--- src/rtl/agc_pkg.sv ---
// agc_pkg: shared types and helpers for the AGC servo.
// States, scale limits and a signed clamp.
package agc_pkg;

  localparam int SCALE_BITS = 17;
  localparam int SCALE_MAX  = 131071;

  typedef enum logic [2:0] {
    ST_LOAD   = 3'd0,
    ST_APPLY  = 3'd1,
    ST_SETTLE = 3'd2,
    ST_ACCUM  = 3'd3,
    ST_CALC   = 3'd4
  } state_t;

  function automatic logic signed [63:0] clamp_s(
    input logic signed [63:0] v,
    input logic signed [63:0] lo,
    input logic signed [63:0] hi
  );
    logic signed [63:0] r;
    r = v;
    if (v < lo) r = lo;
    else if (v > hi) r = hi;
    return r;
  endfunction

endpackage

--- src/rtl/agc_servo_stats.sv ---
// agc_servo_stats: window sample counter plus gt/lt/sum accumulators.
// done fires with the sample that completes the window.
module agc_servo_stats
  import agc_pkg::*;
#(
  parameter int NBITS       = 5,
  parameter int WINDOW_LOG2 = 16
) (
  input  logic                          clk,
  input  logic                          rst_n,
  input  logic                          clr,
  input  logic                          en,
  input  logic                          gt,
  input  logic                          lt,
  input  logic signed [NBITS-1:0]       dat,
  output logic [WINDOW_LOG2:0]          gt_cnt,
  output logic [WINDOW_LOG2:0]          lt_cnt,
  output logic signed
    [NBITS+WINDOW_LOG2-1:0]             sum,
  output logic                          done
);

  localparam int SUMW = NBITS + WINDOW_LOG2;

  logic [WINDOW_LOG2-1:0] cnt;

  assign done = en & (&cnt);

  // Accumulate qualified samples; clear wipes a partial window.
  always_ff @(posedge clk or negedge rst_n) begin
    if (!rst_n) begin
      cnt    <= '0;
      gt_cnt <= '0;
      lt_cnt <= '0;
      sum    <= '0;
    end else if (clr) begin
      cnt    <= '0;
      gt_cnt <= '0;
      lt_cnt <= '0;
      sum    <= '0;
    end else if (en) begin
      cnt    <= cnt + WINDOW_LOG2'(1);
      gt_cnt <= gt_cnt + (WINDOW_LOG2+1)'(gt);
      lt_cnt <= lt_cnt + (WINDOW_LOG2+1)'(lt);
      sum    <= sum + SUMW'(dat);
    end
  end

endmodule

--- src/rtl/agc_servo.sv ---
// agc_servo: closed-loop scale/offset servo for one AGC DSP slice.
// Optional window statistics ports under AGC_SERVO_STATS_EN.
module agc_servo
  import agc_pkg::*;
#(
  parameter int NBITS        = 5,
  parameter int OFFSET_BITS  = 12,
  parameter int WINDOW_LOG2  = 16,
  parameter int GT_TARGET    = 2048,
  parameter int SCALE_SHIFT  = 4,
  parameter int OFFSET_SHIFT = 10,
  parameter int SCALE_INIT   = 4096,
  parameter int SCALE_MIN    = 64,
  parameter int SETTLE       = 8
) (
  input  logic                          clk_i,
  input  logic                          aresetn_i,
  input  logic                          en_i,
  input  logic                          valid_i,
  input  logic signed [NBITS-1:0]       dat_i,
  input  logic                          gt_i,
  input  logic                          lt_i,
  output logic [SCALE_BITS-1:0]         scale_o,
  output logic signed
    [OFFSET_BITS-1:0]                   offset_o,
  output logic                          ce_scale_o,
  output logic                          ce_offset_o,
  output logic                          apply_o,
  output logic                          busy_o
`ifdef AGC_SERVO_STATS_EN
  ,
  output logic [WINDOW_LOG2:0]          stat_gt_o,
  output logic [WINDOW_LOG2:0]          stat_lt_o,
  output logic signed
    [NBITS+WINDOW_LOG2-1:0]             stat_sum_o,
  output logic                          stat_valid_o
`endif
);

  localparam int W    = WINDOW_LOG2;
  localparam int SW   = (SETTLE > 1) ? $clog2(SETTLE) : 1;
  localparam int SUMW = NBITS + W;

  localparam logic signed [63:0] OFF_HI =
    (64'sd1 <<< (OFFSET_BITS-1)) - 64'sd1;
  localparam logic signed [63:0] OFF_LO =
    -(64'sd1 <<< (OFFSET_BITS-1));
  localparam logic signed [63:0] SC_LO = 64'(SCALE_MIN);
  localparam logic signed [63:0] SC_HI = 64'(SCALE_MAX);

  state_t state, state_n;
  logic   armed;

  logic [SW-1:0] settle_cnt;
  logic          settle_last;

  logic                   acc_en, acc_clr, done;
  logic [W:0]             gt_cnt, lt_cnt;
  logic signed [SUMW-1:0] sum;

  logic signed [63:0] gt_d, sc_t, sum_d, of_t;
  logic [SCALE_BITS-1:0]         scale_n;
  logic signed [OFFSET_BITS-1:0] offset_n;

  assign settle_last = (settle_cnt == SW'(SETTLE-1));

  assign acc_en  = (state == ST_ACCUM) & en_i & valid_i;
  assign acc_clr = ((state != ST_ACCUM) && (state != ST_CALC))
                 || ((state == ST_ACCUM) && !en_i);

  agc_servo_stats #(
    .NBITS       (NBITS),
    .WINDOW_LOG2 (W)
  ) u_stats (
    .clk    (clk_i),
    .rst_n  (aresetn_i),
    .clr    (acc_clr),
    .en     (acc_en),
    .gt     (gt_i),
    .lt     (lt_i),
    .dat    (dat_i),
    .gt_cnt (gt_cnt),
    .lt_cnt (lt_cnt),
    .sum    (sum),
    .done   (done)
  );

  // Sequence: push values, apply, wait out the DSP pipe, measure.
  always_comb begin
    state_n = state;
    unique case (state)
      ST_LOAD:   if (armed) state_n = ST_APPLY;
      ST_APPLY:  state_n = ST_SETTLE;
      ST_SETTLE: if (valid_i && settle_last) state_n = ST_ACCUM;
      ST_ACCUM:  if (done) state_n = ST_CALC;
      ST_CALC:   state_n = ST_LOAD;
      default:   state_n = ST_LOAD;
    endcase
  end

  // State register; armed keeps strobes low while reset is held.
  always_ff @(posedge clk_i or negedge aresetn_i) begin
    if (!aresetn_i) begin
      state <= ST_LOAD;
      armed <= 1'b0;
    end else begin
      state <= state_n;
      armed <= 1'b1;
    end
  end

  // Count valid samples discarded after each apply.
  always_ff @(posedge clk_i or negedge aresetn_i) begin
    if (!aresetn_i) begin
      settle_cnt <= '0;
    end else if (state != ST_SETTLE) begin
      settle_cnt <= '0;
    end else if (valid_i) begin
      settle_cnt <= settle_last ? '0 : settle_cnt + SW'(1);
    end
  end

  // Correction arithmetic, wide signed to avoid any overflow.
  always_comb begin
    gt_d  = 64'($signed({1'b0, gt_cnt})) - 64'(GT_TARGET);
    sc_t  = 64'($signed({1'b0, scale_o}))
          - (gt_d >>> SCALE_SHIFT);
    sum_d = 64'(sum);
    of_t  = 64'(offset_o) - (sum_d >>> OFFSET_SHIFT);
    scale_n  = SCALE_BITS'(clamp_s(sc_t, SC_LO, SC_HI));
    offset_n = OFFSET_BITS'(clamp_s(of_t, OFF_LO, OFF_HI));
  end

  // Scale/offset registers update once per window in CALC.
  always_ff @(posedge clk_i or negedge aresetn_i) begin
    if (!aresetn_i) begin
      scale_o  <= SCALE_BITS'(SCALE_INIT);
      offset_o <= '0;
    end else if (state == ST_CALC) begin
      scale_o  <= scale_n;
      offset_o <= offset_n;
    end
  end

  assign ce_scale_o  = (state == ST_LOAD) & armed;
  assign ce_offset_o = (state == ST_LOAD) & armed;
  assign apply_o     = (state == ST_APPLY);
  assign busy_o      = (state != ST_ACCUM);

`ifdef AGC_SERVO_STATS_EN
  // Latch the finished window's statistics alongside the update.
  always_ff @(posedge clk_i or negedge aresetn_i) begin
    if (!aresetn_i) begin
      stat_gt_o    <= '0;
      stat_lt_o    <= '0;
      stat_sum_o   <= '0;
      stat_valid_o <= 1'b0;
    end else begin
      stat_valid_o <= (state == ST_CALC);
      if (state == ST_CALC) begin
        stat_gt_o  <= gt_cnt;
        stat_lt_o  <= lt_cnt;
        stat_sum_o <= sum;
      end
    end
  end
`else
  logic unused_lt;
  assign unused_lt = ^lt_cnt;
`endif

endmodule

--- config.mk ---
export PLATFORM = sky130hd
export DESIGN_NAME = agc_servo
export DESIGN_NICKNAME = d
export VERILOG_FILES = /design/src/rtl/agc_pkg.sv /design/src/rtl/agc_servo_stats.sv /design/src/rtl/agc_servo.sv
export SDC_FILE = /design/constraint.sdc
export NUM_CORES = 1
export LEC_CHECK = 0
export ABC_AREA = 1
export ABC_CLOCK_PERIOD_IN_PS = 3000
export BUFFER_PORTS_ARGS = -buffer_cell sky130_fd_sc_hd__buf_2
export CAP_MARGIN = 10
export CORE_UTILIZATION = 56
export CTS_CLUSTER_DIAMETER = 50
export DETAILED_ROUTE_END_ITERATION = 6
export PLACE_DENSITY = 0.88
export SLEW_MARGIN = 10
export SYNTH_ARGS = -nofsm -noshare
export SYNTH_HDL_FRONTEND = slang
export SYNTH_SLANG_ARGS = --single-unit
export TNS_END_PERCENT = 100
--- constraint.sdc ---
create_clock -name clk_i -period 3 [get_ports clk_i]
set_input_delay 0.15 -clock clk_i [delete_from_list [all_inputs] [get_ports clk_i]]
set_output_delay 0.15 -clock clk_i [all_outputs]
set_load 0.005 [all_outputs]
# Yosys cells after proc, flatten, opt, wreduce, memory -nomap -nowiden
# Index checks and enable logic that the tools add are counted.
[word_totals]
inputBits = 11
wordCells = 61
reg_bits = 90
out_inout_bits = 33
[classes]
order_cmp = 4
n_reduce_logical = 10
addsub = 7
bitwise_logic = 4
n_mux = 17
eq_ne = 11
[op_table]
columns = ["op", "count"]
rows = [
  ["$mux W17", 4],
  ["$mux W21", 2],
  ["$mux W16", 2],
  ["$mux W12", 2],
  ["$add A21 B5 Y21", 1],
  ["$gt A19 B18 Y1 const B", 1],
  ["$lt A19 B8 Y1 const B", 1],
  ["$sub A18 B14 Y19", 1],
  ["$mux W3", 6],
  ["$sub A17 B12 Y18 const B", 1],
  ["$add A17 B1 Y17", 1],
  ["$add A16 B1 Y16 const B", 1],
  ["$reduce_and A16 Y1", 1],
  ["$gt A13 B12 Y1 const B", 1],
  ["$lt A13 B12 Y1 const B", 1],
  ["$sub A12 B11 Y13", 1],
  ["$pmux W3 S4", 1],
  ["$eq A3 B2 Y1 const B", 2],
  ["$eq A3 B3 Y1 const B", 2],
  ["$ne A2 B2 Y1 const B", 3],
  ["$ne A3 B2 Y1 const B", 2],
  ["$and A1 B1 Y1", 4],
  ["$reduce_bool A2 Y1", 2],
  ["$add A3 B1 Y3 const B", 1],
  ["7 further kinds", 9],
]

# Longest topological paths before layout
# Gate-level depths: netlist of run 1.
[depth]
ltp_word = 6
mapped_depth = 22
ltp_nobuf = 22

# Cells and area by module
# A second synthesis of run 1 with hierarchy kept.
[hier_totals]
cells_unflattened = 1183
hier_area_um2 = 8221.6
[by_module_without_submodules]
columns = ["module", "cells_each", "instances", "area_each_um2", "seq_area_each_um2"]
rows = [
  ["agc_servo_stats", 666, 1, 4709.5, 1776.7],
  ["agc_servo", 517, 1, 3512.1, 902.1],
]

# Worst setup path after synthesis of run 1
# Ideal clock, no wire load.
[synth_timing]
kind = "register to register"
from = "register u_stats.gt_cnt[11]"
to = "register scale_o[0]"
setup_slack_ns = 0.226
arrival_time_ns = 2.658
setup_time_ns = 0.117
path_stages_with_launch = 20
required_ns = 2.883
period_less_slack_ns = 2.774
path_buffers = 1
cell_sequence = "dfrtp_1 inv_1 ha_1 nand2_1 nor3_2 inv_1 ha_1 a21oi_1 nand2_1 nand2_1 nand2_1 nor2_1 nand3_1 nand2_4 nand2_1 nor3b_2 nand2_2 buf_6 nand3_2 nand2_1"
[synth_via]
elab_chain_cells = 5
elab_cells_between_ends = 6
cone_classes = "add/sub: 2; order compare: 2; mux: 2"
[synth_rtl]
columns = ["element", "line_no", "source"]
rows = [
  ["start, declared", "agc_servo_stats.sv:16", "output logic [WINDOW_LOG2:0] gt_cnt,"],
  ["start signal, assigned", "agc_servo_stats.sv:43", "gt_cnt <= gt_cnt + (WINDOW_LOG2+1)'(gt);"],
  ["$sub A17 B12 Y18 *", "agc_servo.sv:125", "gt_d = 64'($signed({1'b0, gt_cnt})) - 64'(GT_TARGET);"],
  ["$sub A18 B14 Y19 *", "agc_servo.sv:127", "- (gt_d >>> SCALE_SHIFT);"],
  ["$gt A19 B18 Y1", "agc_pkg.sv:24", "else if (v > hi) r = hi;"],
  ["$mux W17", "agc_pkg.sv:24", ""],
  ["$mux W17 *", "agc_pkg.sv:23", "if (v < lo) r = lo;"],
  ["end signal, assigned", "agc_servo.sv:137", "scale_o <= SCALE_BITS'(SCALE_INIT);"],
  ["end signal, assigned", "agc_servo.sv:140", "scale_o <= scale_n;"],
  ["end, declared", "agc_servo.sv:23", "output logic [SCALE_BITS-1:0] scale_o,"],
]
# Mark *: on every way between the ends. The rest lies on a longest branch, timed or not.
# A chain may end at the register's enable or synchronous reset.

# Worst setup path in the final report of run 1
[layout_timing]
from = "register u_stats.gt_cnt[12]"
to = "register scale_o[5]"
# The elaborated chain is that of the path after synthesis.

==> results of run 1 <==
==> state kept, by name, summed over array words and instances, names as in the netlist <==
register	cells
u_stats.sum	21
scale_o	17
u_stats.gt_cnt	17
u_stats.cnt	16
offset_o	12
settle_cnt	3
state	3
armed	1
==> placed cells by master, fill, tap and decap left out, types with 3 or more instances in the layout <==
cell type,Yosys,layout
nand2_1,272,265
inv_1,107,103
dfrtp_1,89,89
nor2_1,76,75
a21oi_1,75,73
o21ai_0,67,67
ha_1,57,53
buf_2,5,41
nand3_1,45,40
buf_4,2,26
nand3_2,13,17
nor3_1,18,16
xor2_1,15,14
nand4_1,12,12
xnor2_1,11,11
nand2_2,5,10
clkbuf_16,0,9
inv_2,4,7
nand3b_1,7,7
nor2_2,4,5
a31oi_1,5,5
o31ai_1,5,5
nand2_4,1,4
a22o_1,4,4
ha_4,0,4
a21oi_2,1,3
a21o_1,3,3
o21ai_1,3,3
o22ai_1,3,3
o211ai_1,3,3
fa_1,3,3
==> final timing paths <==
path,endpoint,slack [ns],depth (start not counted)
worst max-delay path,scale_o[5],-0.05,19
worst min-delay path,settle_cnt[2],0.09,3
worst max register to register,scale_o[5],-0.05,19
worst min register to register,u_stats.cnt[9],0.49,2
max in group asynchronous,u_stats.sum[16],1.88,3
min in group asynchronous,settle_cnt[1],0.40,2
==> layout make-up <==
type,instances,area (um2),share of cell area
Clock buffer,10,239.0,0.03046
Sequential cell,90,2253,0.2872
Inverter,111,419.2,0.05342
Timing Repair Buffer,70,432.9,0.05517
Multi-Input combinational cell,735,4233,0.5395
Tap cell,143,178.9,0.02280
Clock inverter,6,90.09,0.01148
==> layer usage <==
layer / up-vias / GRT usage / share of wire
met3: 29 / 0.03618 / 0.050
met1: 3104 / 0.3387 / 0.44
met4: 0 / 0.1058 / 0.022
li1: 3287 / - / -
met2: 192 / 0.4542 / 0.49
met5: - / 0 / 0
==> power breakdown <==
| group | leakage, nW | internal (W) | switching (W) |
|---|---|---|---|
| Sequential | 1.24 | 0.00127 | 0.0000413 |
| Combinational | 2.80 | 0.000305 | 0.000649 |
| Clock | 0.159 | 0.000754 | 0.000506 |
| Total | 4.20 | 0.00233 | 0.00120 |
==> cell usage after synthesis, drive strengths merged, types with 2 or more instances <==
master / instances
nand4: 12
nand3: 58
nor4: 2
inv: 111
nand3b: 7
xnor2: 11
ha: 57
buf: 8
o211ai: 3
o31ai: 5
a22o: 4
a31oi: 5
xor2: 15
and3: 2
nor2: 82
a21o: 3
dfrtp: 89
nand2: 278
o22ai: 3
or2: 2
clkbuf: 10
a21oi: 76
o21bai: 2
o21ai: 70
nor3: 19
fa: 3
==> per-stage QoR <==
| stage | hold WS, ns | cells |
|---|---|---|
| floorplan | -0.1456 | 953 |
| CTS | 0.08233 | 1158 |
| detailed placement | 0.2584 | 1140 |
| finish | 0.08598 | 1165 |
| global placement | 0.2572 | 1140 |
| global route | 0.09982 | 1165 |
==> worst reg2reg max path, cell delays in order (launching register included) <==
cell	delay [ns]
dfrtp_1	0.37
inv_2	0.07
ha_4	0.17
buf_4	0.13
xnor2_1	0.18
ha_1	0.33
nand2_2	0.16
inv_1	0.05
nand2_1	0.06
nand3_1	0.11
inv_2	0.09
nand3b_1	0.07
nand2_1	0.09
nand2_1	0.05
nor2_1	0.21
nand3_1	0.16
nor2_2	0.27
nand2_4	0.18
nand3_2	0.12
nand2_1	0.06
==> kinds of logic (layout without fill, tap and decap cells) <==
kind of cell / count (synthesis) / count (layout)
AOI/OAI and AO/OA: 181 / 181
xor gates and xnor gates: 26 / 26
adders and majority gates: 60 / 60
buffers and inverters: 129 / 197
DFF: 90 / 90
muxes: 2 / 2
other: 1 / 1
and+or+nand+nor: 464 / 465
==> timing repair <==
action,in CTS,in global routing
pin swaps,2,22
hold buffers,1,0
gates cloned,1,0
hold endpoints to repair,55,0
resized for setup,6,31
setup buffers,0,7
setup endpoints to repair,16,26
==> impl_metrics.json, run 1 <==
{
  "yosysUniqueCellTypes": 54,
  "final_design_area_no_fill_mm2": 0.007846,
  "synthCells": 953,
  "max_slew_margin": 0.4996,
  "synth_top_family_by_area": "simple AND/OR/NAND/NOR gates",
  "required_ns": 3.25,
  "finalPower_w": 0.003529,
  "synth_flop_cell": "dfrtp_1",
  "dr.pass1.iters": 5,
  "fmax_mhz": 328.3,
  "rsz0062_at_grt": "true",
  "yosys.area.top_type": "dfrtp_1",
  "crit_top_cell": "nand2_1",
  "hold_path.class": "input pin to register",
  "ys_warn_count": 0,
  "path_delay_family": "simple AND/OR/NAND/NOR gates",
  "wl_per_cell_um": 14.38,
  "synthesis.area_per_instance_um2": 7.162,
  "tightestPinTransition_ns": 0.7506,
  "num_rows": 39,
  "drtAntennaViolNets": 0,
  "synth_xor_xnor_area_share": 0.03336,
  "numCtsBuffers": 9,
  "core-area_mm2": 0.01166,
  "cts_num_sinks": 90,
  "cp-start-kind": "register",
  "htreeDepth": 3,
  "r2r_start": "u_stats.gt_cnt[12]",
  "fin_worst_skew_ns": 0.009844,
  "io_pins": 44,
  "avgViaCountPerCell": 5.676,
  "drive_gt1_frac": 0.1448,
  "place.gp.congestion": 0.9204,
  "grt_pass1_wl_mm": 26.96,
  "drcViolationCount": 0,
  "synthMuxAreaShare": 0.003116,
  "dp_hpwl_mm": 11.93,
  "crit_start": "u_stats.gt_cnt[12]",
  "vdd.ir_drop.worst_v": 0.0003387,
  "syn-cell-area_mm2": 0.006825,
  "cts_tree": "built",
  "io_buffers": 42,
  "fill_cells": 939,
  "synth_compound_area_frac": 0.1470,
  "crit_buf_inv": 4,
  "status": "finished with violations",
  "setup_viol": 15,
  "cp_max_fo": 8,
  "p_per_area_mw_per_mm2": 449.7,
  "dieWidth_um": 112.4,
  "synth-seq-cells": 90,
  "hold_violations": 0,
  "synth_area_leaders": "dfrtp_1 33%, nand2_1 15%, ha_1 10%, inv_1 5.9%, a21oi_1 5.5%",
  "overflow": 0,
  "die_h_um": 112.4,
  "root_buffer": "clkbuf_16",
  "gr-usage-all-layers": 0.2647,
  "die_area_mm2": 0.01263,
  "totalWireLength_mm": 16.76,
  "cp.arrival_ns": 3.29,
  "initial_core_util": 0.5852,
  "period_share": 1.015,
  "leakage_nw": 4.203,
  "dpl-instance-area_mm2": 0.007277,
  "antenna_found_initial": 0,
  "clockBufferDepth": 2,
  "grt_max_degree": 59,
  "path_cells": "inv_2, ha_4, buf_4, xnor2_1, ha_1, nand2_2, inv_1, nand2_1, nand3_1, inv_2, nand3b_1, nand2_1, nand2_1, nor2_1, nand3_1, nor2_2, nand2_4, nand3_2, nand2_1",
  "path_clk_slew_ns": 0.07,
  "synth-edff-count": 0,
  "maxCapViolations": 0,
  "grt_pass1_vias": 6011,
  "dp_slack_ns": -0.1295,
  "setup_ws_ns": -0.04611,
  "nets": 1088,
  "area_growth_pct": 14.96,
  "violations": "negative setup slack",
  "dr.first_iter.drc_count": 471,
  "worstHoldStart": "valid_i",
  "clkLatencyLatePin_ns": 0.36,
  "ys_async_sr_fraction": 1.000,
  "final_max_slew_viol_count": 0,
  "fin_util": 0.6728,
  "fin_crit_ns": 3.046,
  "worst_setup_path_end_kind": "register",
  "synth_nets": 1024,
  "antenna-diode-count": 0,
  "vias": 6612,
  "ys_seq_area_frac": 0.3302,
  "synth_top_area_frac": 0.3263,
  "cpPeakStageDelay_ns": 0.37,
  "synthAdderAreaFrac": 0.1133,
  "path_class": "register to register",
  "slowest_stage": "dfrtp_1",
  "setup_tns_ns": -0.2905,
  "synthSimpleGateAreaFrac": 0.2983
}
Power figures use the tool's default switching activity.
==> run 2, diff against run 1 <==
ABC_CLOCK_PERIOD_IN_PS = 2600   (was 3000)
clock period = 2.6 ns   (was 3 ns; I/O delays follow)
==> impl_metrics.json, run 2 (synthesis gave the netlist of run 1 again) <==
{
  "fill_cells": 840,
  "path_clk_slew_ns": 0.07,
  "leakage_nw": 4.550,
  "antenna_found_initial": 0,
  "hold_path.class": "input pin to register",
  "tightestPinTransition_ns": 0.6890,
  "path_class": "register to register",
  "final_common_cell": "nand2_1",
  "reg.largest.list": "u_stats.sum x21, scale_o x17, u_stats.gt_cnt x17",
  "largest_register_ffs": 21,
  "vdd.ir_drop.worst_v": 0.0003355,
  "gr-usage-all-layers": 0.3091,
  "dp_slack_ns": -0.2370,
  "period_share": 1.176,
  "violations": "design-rule violations, negative setup slack",
  "setup_tns_ns": -7.382,
  "die_area_mm2": 0.01263,
  "vias": 7261,
  "io_buffers": 42,
  "cp-start-kind": "register",
  "wl_per_cell_um": 16.54,
  "clkLatencyLatePin_ns": 0.36,
  "status": "finished with violations",
  "clockBufferDepth": 2,
  "mostFrequentLayoutCells": "253 x nand2_1, 100 x inv_1, 89 x dfrtp_1, 76 x buf_4, 69 x nor2_1",
  "holdWs_ns": 0.06094,
  "final_max_slew_viol_count": 0,
  "drcViolationCount": 8,
  "htreeDepth": 3,
  "maxCapViolations": 0,
  "worst_setup_path_end_kind": "register",
  "die_h_um": 112.4,
  "rsz0062_at_grt": "true",
  "cp.arrival_ns": 3.30,
  "fin_worst_skew_ns": 0.01012,
  "fmax_mhz": 326.9,
  "fin_crit_ns": 3.059,
  "required_ns": 2.85,
  "finalPower_w": 0.003910,
  "fin_util": 0.7298,
  "io_pins": 44,
  "avgViaCountPerCell": 5.957,
  "nets": 1142,
  "dieWidth_um": 112.4,
  "grt_pass1_wl_mm": 31.35,
  "drtAntennaViolNets": 0,
  "cts_num_sinks": 90,
  "num_rows": 39,
  "grt_max_degree": 49,
  "drive_gt1_frac": 0.2277,
  "dr.first_iter.drc_count": 555,
  "cp_max_fo": 8,
  "p_per_area_mw_per_mm2": 459.4,
  "grt_pass1_vias": 6842,
  "setup_viol": 18,
  "totalWireLength_mm": 20.17,
  "overflow": 0,
  "max_slew_margin": 0.5407,
  "numCtsBuffers": 9,
  "dp_hpwl_mm": 12.80,
  "setup_ws_ns": -0.4587,
  "hold_violations": 0,
  "cts_tree": "built",
  "place.gp.congestion": 0.8991,
  "area_growth_pct": 24.69,
  "largest_register": "u_stats.sum",
  "root_buffer": "clkbuf_16",
  "dr.pass1.iters": 7,
  "initial_core_util": 0.5852,
  "antenna-diode-count": 0,
  "core-area_mm2": 0.01166
}
==> run 2: cell types whose count changed in the layout (fill, tap and decap cells not counted), moves of 5 or more <==
| cell | delta |
|---|---|
| buf_4 | +50 |
| a21oi_2 | +6 |
| nand3_2 | +5 |
| nand2_1 | -12 |
| buf_12 | +5 |
| nor2_1 | -6 |
| nand3_1 | -6 |
| nand2_2 | +10 |
| a21oi_1 | -7 |
==> run 2: critical path: stages, from the launching register on <==
cell and delay [ns]:
dfrtp_1 0.41, inv_2 0.13, nand3_4 0.10, buf_4 0.14, xor2_1 0.15, ha_1 0.38
nand2_2 0.12, nor2_1 0.12, inv_1 0.09, nor3_2 0.14, nand2_1 0.12, nand2_1 0.13
nand2_1 0.09, nand2_2 0.09, nand2_2 0.09, nor3b_4 0.21, nand2_2 0.12, buf_12 0.16
nand3_2 0.07, nand2_1 0.06
==> run 2: layer usage <==
metal	wire length [um]	track usage
met2	9557	0.5143
met4	1108	0.1582
met5	0	0
met3	1368	0.05292
met1	8131	0.3885
==> run 2: worst paths after layout <==
check / startpoint / end / slack [ns] / cells past startpoint
max: u_stats.gt_cnt[12] / scale_o[5] / -0.46 / 19
max in group asynchronous: aresetn_i / offset_o[4] / 1.57 / 3
min in group asynchronous: aresetn_i / offset_o[8] / 0.35 / 2
min: valid_i / settle_cnt[1] / 0.06 / 3
max reg2reg: u_stats.gt_cnt[12] / scale_o[5] / -0.46 / 19
min reg2reg: u_stats.sum[6] / u_stats.sum[6] / 0.49 / 2
==> run 2: per-stage QoR <==
step | cells | cell area (um2)
3_3_place_gp | 1185 | 7737
2_1_floorplan | 953 | 6885
4_1_cts | 1215 | 8288
3_5_place_dp | 1185 | 7737
5_1_grt | 1219 | 8511
6_report | 1219 | 8511
==> run 2: power breakdown <==
| part | internal (W) | total, W | switching (W) |
|---|---|---|---|
| registers | 0.00147 | 0.00152 | 0.0000473 |
| clock network | 0.000665 | 0.00129 | 0.000624 |
| logic | 0.000359 | 0.00111 | 0.000746 |
==> run 2: what timing repair did <==
action | 4_1_cts | 5_1_grt
resized for setup | 35 | 46
endpoints found under the hold margin | 45 | 0
pin swaps | 12 | 23
endpoints found under the setup margin | 28 | 28
cloned | 2 | 0
hold buffers | 1 | 0
setup buffers | 11 | 4
==> run 2: layout make-up <==
class | count | area [um2] | area share
clock buffers | 9 | 225.2 | 0.02646
clock inverters | 7 | 60.06 | 0.007057
inverters | 111 | 421.7 | 0.04954
multi-input cells | 734 | 4433 | 0.5209
flip-flops and latches | 90 | 2253 | 0.2648
well taps | 143 | 178.9 | 0.02102
repair buffers | 125 | 938.4 | 0.1103
